<file path="src/rtl/mem_ctrl.sv">
// Byte-serial RAM port arbiter between instruction fetch and the load/store unit.
// Define MEMCTRL_RR_EN to alternate contended grants; otherwise LS has fixed priority.
module mem_ctrl #(
  parameter int ADDR_W = 32
) (
  input  logic              clk,
  input  logic              rst,
  input  logic              rdy,
  input  logic              if_req_in,
  input  logic [ADDR_W-1:0] if_addr_in,
  output logic              if_done_out,
  output logic [31:0]       if_data_out,
  input  logic              ls_req_in,
  input  logic              ls_we_in,
  input  logic [1:0]        ls_size_in,
  input  logic [ADDR_W-1:0] ls_addr_in,
  input  logic [31:0]       ls_wdata_in,
  output logic              ls_done_out,
  output logic [31:0]       ls_rdata_out,
  input  logic              flush_in,
  input  logic              io_buffer_full,
  input  logic [7:0]        mem_din,
  output logic [7:0]        mem_dout,
  output logic [ADDR_W-1:0] mem_a,
  output logic              mem_wr
);

  // Handshake: a requester holds req high until its done pulse; done is a
  // single rdy-qualified cycle and the controller never grants in that cycle.

  typedef enum logic [1:0] {IDLE, READ, WRITE} state_t;

  state_t              state_q, state_d;
  logic [2:0]          cnt_q, cnt_d;
  logic [2:0]          len_q, len_d;
  logic [ADDR_W-1:0]   base_q, base_d;
  logic [31:0]         wdata_q, wdata_d;
  logic                owner_if_q, owner_if_d;
  logic [31:0]         buf_q, buf_d;
  logic [31:0]         if_data_q, if_data_d;
  logic [31:0]         ls_data_q, ls_data_d;
`ifdef MEMCTRL_RR_EN
  logic                rr_q, rr_d;
`endif

  logic                grant_ls, grant_if, if_ok;
  logic                issue, done_hit, io_block, flush_if, last_byte;
  logic [ADDR_W-1:0]   cur_addr;
  logic [31:0]         asm_data;

  always_comb begin
    state_d    = state_q;
    cnt_d      = cnt_q;
    len_d      = len_q;
    base_d     = base_q;
    wdata_d    = wdata_q;
    owner_if_d = owner_if_q;
    buf_d      = buf_q;
    if_data_d  = if_data_q;
    ls_data_d  = ls_data_q;
`ifdef MEMCTRL_RR_EN
    rr_d       = rr_q;
`endif
    grant_ls   = 1'b0;
    grant_if   = 1'b0;
    issue      = 1'b0;
    done_hit   = 1'b0;
    if_ok      = if_req_in && !flush_in;
    last_byte  = (cnt_q == len_q);
    cur_addr   = base_q + ADDR_W'(cnt_q);
    io_block   = (cur_addr[17:16] == 2'b11) && io_buffer_full;
    flush_if   = flush_in && owner_if_q;

    // Last byte is still on mem_din during the done cycle, so splice it in.
    asm_data = buf_q;
    case (len_q)
      3'd1:    asm_data[7:0]   = mem_din;
      3'd2:    asm_data[15:8]  = mem_din;
      default: asm_data[31:24] = mem_din;
    endcase

    unique case (state_q)
      IDLE: begin
        grant_ls = ls_req_in;
        grant_if = if_ok && !ls_req_in;
`ifdef MEMCTRL_RR_EN
        if (ls_req_in && if_ok) begin
          grant_ls = !rr_q;
          grant_if = rr_q;
          rr_d     = !rr_q;
        end
`endif
        if (grant_ls) begin
          base_d     = ls_addr_in;
          wdata_d    = ls_wdata_in;
          owner_if_d = 1'b0;
          cnt_d      = 3'd0;
          buf_d      = 32'd0;
          state_d    = ls_we_in ? WRITE : READ;
          case (ls_size_in)
            2'b00:   len_d = 3'd1;
            2'b01:   len_d = 3'd2;
            default: len_d = 3'd4;
          endcase
        end else if (grant_if) begin
          base_d     = if_addr_in;
          owner_if_d = 1'b1;
          cnt_d      = 3'd0;
          buf_d      = 32'd0;
          len_d      = 3'd4;
          state_d    = READ;
        end
      end
      READ: begin
        if (flush_if) begin
          state_d = IDLE;
          cnt_d   = 3'd0;
        end else if (last_byte) begin
          done_hit = 1'b1;
          state_d  = IDLE;
          cnt_d    = 3'd0;
          if (owner_if_q) if_data_d = asm_data;
          else            ls_data_d = asm_data;
        end else begin
          issue = 1'b1;
          if (cnt_q != 3'd0) buf_d[{cnt_q - 3'd1, 3'b000} +: 8] = mem_din;
          cnt_d = cnt_q + 3'd1;
        end
      end
      WRITE: begin
        if (last_byte) begin
          done_hit = 1'b1;
          state_d  = IDLE;
          cnt_d    = 3'd0;
        end else begin
          issue = 1'b1;
          if (!io_block) cnt_d = cnt_q + 3'd1;
        end
      end
      default: state_d = IDLE;
    endcase
  end

  always_ff @(posedge clk) begin
    if (rst) begin
      state_q    <= IDLE;
      cnt_q      <= 3'd0;
      len_q      <= 3'd0;
      base_q     <= '0;
      wdata_q    <= 32'd0;
      owner_if_q <= 1'b0;
      buf_q      <= 32'd0;
      if_data_q  <= 32'd0;
      ls_data_q  <= 32'd0;
`ifdef MEMCTRL_RR_EN
      rr_q       <= 1'b0;
`endif
    end else if (rdy) begin
      state_q    <= state_d;
      cnt_q      <= cnt_d;
      len_q      <= len_d;
      base_q     <= base_d;
      wdata_q    <= wdata_d;
      owner_if_q <= owner_if_d;
      buf_q      <= buf_d;
      if_data_q  <= if_data_d;
      ls_data_q  <= ls_data_d;
`ifdef MEMCTRL_RR_EN
      rr_q       <= rr_d;
`endif
    end
  end

  assign mem_a        = issue ? cur_addr : '0;
  assign mem_dout     = (issue && state_q == WRITE) ? wdata_q[{cnt_q[1:0], 3'b000} +: 8] : 8'd0;
  assign mem_wr       = issue && (state_q == WRITE) && !io_block && rdy;
  assign if_done_out  = done_hit && rdy && owner_if_q;
  assign ls_done_out  = done_hit && rdy && !owner_if_q;
  assign if_data_out  = if_done_out ? asm_data : if_data_q;
  assign ls_rdata_out = (ls_done_out && state_q == READ) ? asm_data : ls_data_q;

endmodule

</file>
<file path="config.mk">
export PLATFORM = sky130hd
export DESIGN_NAME = mem_ctrl
export DESIGN_NICKNAME = d
export VERILOG_FILES = /design/src/rtl/mem_ctrl.sv
export SDC_FILE = /design/constraint.sdc
export NUM_CORES = 1
export LEC_CHECK = 0
export CAP_MARGIN = 20
export CORE_MARGIN = 10
export CORE_UTILIZATION = 53
export DETAILED_ROUTE_END_ITERATION = 8
export HOLD_SLACK_MARGIN = 0.15
export PLACE_DENSITY = 0.86
export SYNTH_ARGS = -nofsm -noshare
export SYNTH_HDL_FRONTEND = slang
export SYNTH_SLANG_ARGS = --single-unit
</file>
<file path="constraint.sdc">
create_clock -name clk -period 5.1 [get_ports clk]
set_input_delay 0.765 -clock clk [delete_from_list [all_inputs] [get_ports clk]]
set_output_delay 0.765 -clock clk [all_outputs]
set_load 0.01 [all_outputs]
</file>
# Word level (Yosys, flattened, before mapping)
# Index checks and enable logic that the tools add are counted.
# word_totals
register_bits	169
in_bits	114
output_inout_bits	107
elab_cells	99
# classes
addsub	4
n_eq_ne	12
shift	3
n_mux	40
n_bitwise	2
reduce_logical	29
# op_table
operator	n
$mux W32	10
$pmux W32 S2	1
$add A32 B3 Y32	1
$bwmux W32	1
$mux W8	4
$shift A8 B8 Y32 const A	1
$shiftx A32 B6 Y8	1
$shiftx A8 B8 Y32	1
$mux W3	8
$logic_and A1 B1 Y1	11
$mux W2	5
$reduce_and A5 Y1	2
$pmux W3 S3	1
$neg A6 Y8	1
$mux W1	6
$ne A2 B2 Y1 const B	3
$ne A3 B3 Y1 const B	2
$pmux W2 S3	1
$pmux W3 S2	1
$reduce_and A3 Y1	2
$reduce_and A6 Y1	1
$reduce_bool A3 Y1	2
$eq A2 B1 Y1 const B	2
$eq A2 B2 Y1 const B	2
13 further kinds	20

# Longest topological paths before layout
# depth
depth_word	8
ltp_mapped	10
mapped_depth_nobuf	8

# Worst setup path before layout
# No wires, ideal clock.
# synth_path
kind	register to output
start	register cnt_q[0]
end	output port mem_wr
t_arrival_ns	2.315
required_time_ns	4.335
setup_slack_ns	2.020
stages_incl_launch_ff	8
n_path_buf	0
path_cell_list	dfxtp_1 -> ha_1 -> fa_1 -> a21oi_1 -> or3_1 -> or3_1 -> a22o_1 -> and4_1
# synth_between
elab_chain_cells	7
word_cells_on_any_way	11
classes_between	add/sub: 1; eq/ne: 2; mux: 3; reduce/logical: 5
# synth_lines
item	line	text
start: declaration	34	logic [2:0] cnt_q, cnt_d;
start signal: assignment	160	cnt_q <= cnt_d;
parallel branches: the longest is 5 deep, another holds $add A32 B3 Y32	n/a	
$logic_and A1 B1 Y1 (*) (2 in a row)	176	assign mem_wr = issue && (state_q == WRITE) && !io_block && rdy;
end: declaration	25	output logic mem_wr
# Mark *: on every way between the ends.

# Worst setup path after layout
# layout_path
start	register state_q[1]
end	output port if_data_out[2]
# layout_between
elab_chain_cells	5
word_cells_on_any_way	6
classes_between	eq/ne: 2; mux: 2; reduce/logical: 2
# layout_lines
item	line	text
start: declaration	33	state_t state_q, state_d;
start signal: assignment	159	state_q <= state_d;
$eq A2 B2 Y1 / $eq A2 B1 Y1 (equally long branches)	82	unique case (state_q)
$pmux W1 S2 (*)	82	
$logic_and A1 B1 Y1 (*) (2 in a row)	177	assign if_done_out = done_hit && rdy && owner_if_q;
$mux W32 (*)	179	assign if_data_out = if_done_out ? asm_data : if_data_q;
end: declaration	12	output logic [31:0] if_data_out,
# Every way passes the cells marked *; elsewhere a longest branch is shown, timed or not.

==> results.json <==
{
  "r2r_cells": 9,
  "synth_compound_area_frac": 0.1828,
  "worstPathArrival_ps": 3600,
  "skew_ps": 8.960,
  "synth_ff_type": "dfxtp_1",
  "dp.cells": 1422,
  "timing.critical_path.buf_inv": 3,
  "fp.dieH_um": 147.5,
  "clock_latency_ps": 420,
  "yosysWarnings": 0,
  "drc": 0,
  "crit_chain": "inv_1 -> ha_1 -> a21boi_1 -> or2_2 -> and4_1 -> and2_2 -> buf_4 -> nor2_1 -> a21oi_1 -> clkdlybuf4s50_1",
  "firstDrtPassIters": 5,
  "grt_pass1_wl_um": 40480,
  "synthDistinctLibCells": 54,
  "netlist_instances": 1055,
  "cts_tree": "yes",
  "synth_top_area_frac": 0.3925,
  "status": "completed",
  "cts_buffers": 17,
  "die_x_um": 147.5,
  "drv_cap": 0,
  "synth-xor-area-share": 0.03353,
  "post-route-util": 0.7206,
  "hold_viol": 0,
  "slew-limit-headroom": 0.2961,
  "postSynthNetCount": 1184,
  "synthesis.area_um2": 8620,
  "min_from": "buf_q[31]",
  "synth_edf_count": 0,
  "num_vias": 8072,
  "pin_count": 221,
  "area_growth_pct": 32.81,
  "via_per_inst": 5.548,
  "synthTopCellsByArea": "dfxtp_1 39%, nand2_1 7.3%, a211oi_1 7.0%",
  "worstMarginPinSlew_ps": 1056,
  "drt-total-wl_um": 25090,
  "grt.total_usage": 0.2242,
  "path_clk_slew_ps": 70,
  "start_util": 0.5426,
  "path_max_fanout": 34,
  "post-cts-setup-buffer-count": 0,
  "n_antenna_cell": 0,
  "rows": 46,
  "power_density_nw_per_um2": 268.1,
  "synth-seq-area-share": 0.3925,
  "timing.fmax_ghz": 0.2293,
  "setup_slack_ps": 739.4,
  "clock_path_buffers": 2,
  "synth_top_family_by_area": "simple AND/OR/NAND/NOR gates",
  "core_um2": 15890,
  "root_buffer": "clkbuf_16",
  "cts_hold_buffers": 0,
  "cp-start-kind": "register",
  "port_buffers": 220,
  "syn_avg_cell_area_um2": 8.170,
  "critical_path_class": "register to output port",
  "period_needed_ps": 4361,
  "clock_sinks": 169,
  "whs_path_depth": 2,
  "finalNonFillerCells": 1455,
  "synthAdderAreaFrac": 0.02264,
  "cts_max_level": 4,
  "place_congestion": 0.8628,
  "cp.depth": 10,
  "gr-total-overflow": 0,
  "synth_area_leader_cell": "dfxtp_1",
  "min_period_over_period": 0.8550,
  "grt_start_max_net_pins": 66,
  "max_stage_delay_ps": 560,
  "yosys.area_share.simple": 0.2163,
  "setup_tns_ps": 0,
  "dp_hpwl_um": 18230,
  "slew_violations": 0,
  "grt_antenna_before_repair": 1,
  "dieArea_um2": 21760,
  "cpMaxStageDelayCell": "clkdlybuf4s50_1",
  "p_leak_uw": 0.004050,
  "crit_family": "buffers and inverters",
  "drt-initial-drc-count": 510,
  "synth_seq_cells": 169,
  "dpl_worst_slack_ps": 867.8,
  "grt_pass1_vias": 7940,
  "rsz0062_at_grt": "false",
  "final_nets": 1355,
  "drive_gt1_frac": 0.06780,
  "worstHoldPathType": "register to register",
  "r2r_start": "cnt_q[0]",
  "synth.mux.area_fraction": 0.1068,
  "fillers": 1227,
  "postRouteAntennaNets": 0,
  "setup_viol": 0,
  "ir_drop_uv": 227.8,
  "routedWlPerCell_um": 17.24,
  "end_kind": "output port",
  "cts-resized-gates": 0,
  "critPathLaunch": "state_q[1]",
  "async_flop_share": 0,
  "worstPathRequired_ps": 4340
}
synthesized netlist by cell type, types with 14 or more instances:
cell type,n
clkbuf_1,48
ha_1,14
nand2_1,168
and3_1,21
mux2i_1,56
or3_1,27
o21ai_0,25
xor2_1,21
buf_2,19
a21oi_1,103
nor2_1,152
dfxtp_1,169
nand3_1,14
a211oi_1,80
mux2_2,16
metrics by stage:
stage,hold slack (ps),power (uW),cell area (um^2)
6_report,452.6,3068,11450
5_1_grt,472.7,3190,11450
4_1_cts,451.1,3080,11420
3_5_place_dp,442.8,1830,10840
3_3_place_gp,438.1,1818,10840
2_1_floorplan,431.2,1659,8620
metal layers:
layer  wire length [um]  track usage  vias to the layer above
li1                   -            -                     4047
met1              10050       0.2541                     3716
met2              12210       0.3758                      262
met3               2196      0.08425                       45
met4                605      0.08523                        2
met5                 17            0                        -
cell usage in the layout, fill, tap and decap left out, types with 2 or more instances in the layout:
master / netlist / routed
clkdlybuf4s50_1: 0 / 218
dfxtp_1: 169 / 169
nand2_1: 168 / 168
nor2_1: 152 / 152
a21oi_1: 103 / 103
a211oi_1: 80 / 80
mux2i_1: 56 / 56
or3_1: 27 / 27
o21ai_0: 25 / 25
xor2_1: 21 / 21
and3_1: 21 / 20
clkbuf_16: 0 / 18
mux2_2: 16 / 16
nand3_1: 14 / 14
ha_1: 14 / 14
buf_4: 1 / 13
xnor2_1: 12 / 12
inv_1: 9 / 9
a22oi_1: 9 / 9
mux4_2: 8 / 8
and4_1: 7 / 7
nand4_1: 7 / 7
nor3_1: 7 / 6
inv_6: 0 / 6
nor3b_1: 4 / 4
or2_2: 3 / 3
and2_1: 4 / 3
o2111ai_1: 3 / 3
a31oi_1: 3 / 3
a31oi_4: 3 / 3
clkbuf_8: 0 / 3
nor3_2: 1 / 2
nor2b_1: 2 / 2
a21o_1: 2 / 2
o211ai_1: 2 / 2
o21ai_1: 2 / 2
clkinvlp_4: 0 / 2
clkinv_2: 0 / 2
logic make-up (layout without fill, tap and decap cells):
kind of cell | Yosys count | in the layout
adders and majority gates | 15 | 15
muxes | 80 | 80
and+or+nand+nor | 424 | 424
buffers and inverters | 91 | 275
AOI/OAI and AO/OA | 243 | 243
DFF | 169 | 169
xor gates and xnor gates | 33 | 33
power breakdown:
part           internal (uW)  leakage [uW]  switching [uW]
Clock                    719      0.000282             542
Combinational            192       0.00240             202
Sequential              1370       0.00137            43.2
worst register-to-register path: stages, from the launching register on:
cell and delay [ps]:
dfxtp_1 330, buf_4 290, inv_1 170, ha_1 290, xnor2_1 180, ha_1 510
and4b_1 260, a31oi_1 610, a22oi_1 200, nor2_1 140
area by class of cell:
class / instances / area [um^2] / share of cell area
flip-flops and latches: 169 / 3383 / 0.2956
inverters: 9 / 33.78 / 0.002951
well taps: 216 / 270.3 / 0.02361
clock buffers: 21 / 470.5 / 0.04110
multi-input cells: 795 / 4852 / 0.4239
repair buffers: 234 / 2330 / 0.2035
clock inverters: 11 / 107.6 / 0.009400
final timing paths:
kind | end | slack, ps
setup / recovery | if_data_out[2] | 740
setup reg to reg | buf_q[7] | 2040
hold reg to reg | buf_q[31] | 450
hold / removal | buf_q[31] | 450
sequential cells by signal (all words and copies together) (netlist names):
name        cells
owner_if_q      1
wdata_q        32
ls_data_q      32
buf_q          32
cnt_q           3
base_q         32
state_q         2
if_data_q      32
len_q           3
Power figures use the tool's default switching activity.
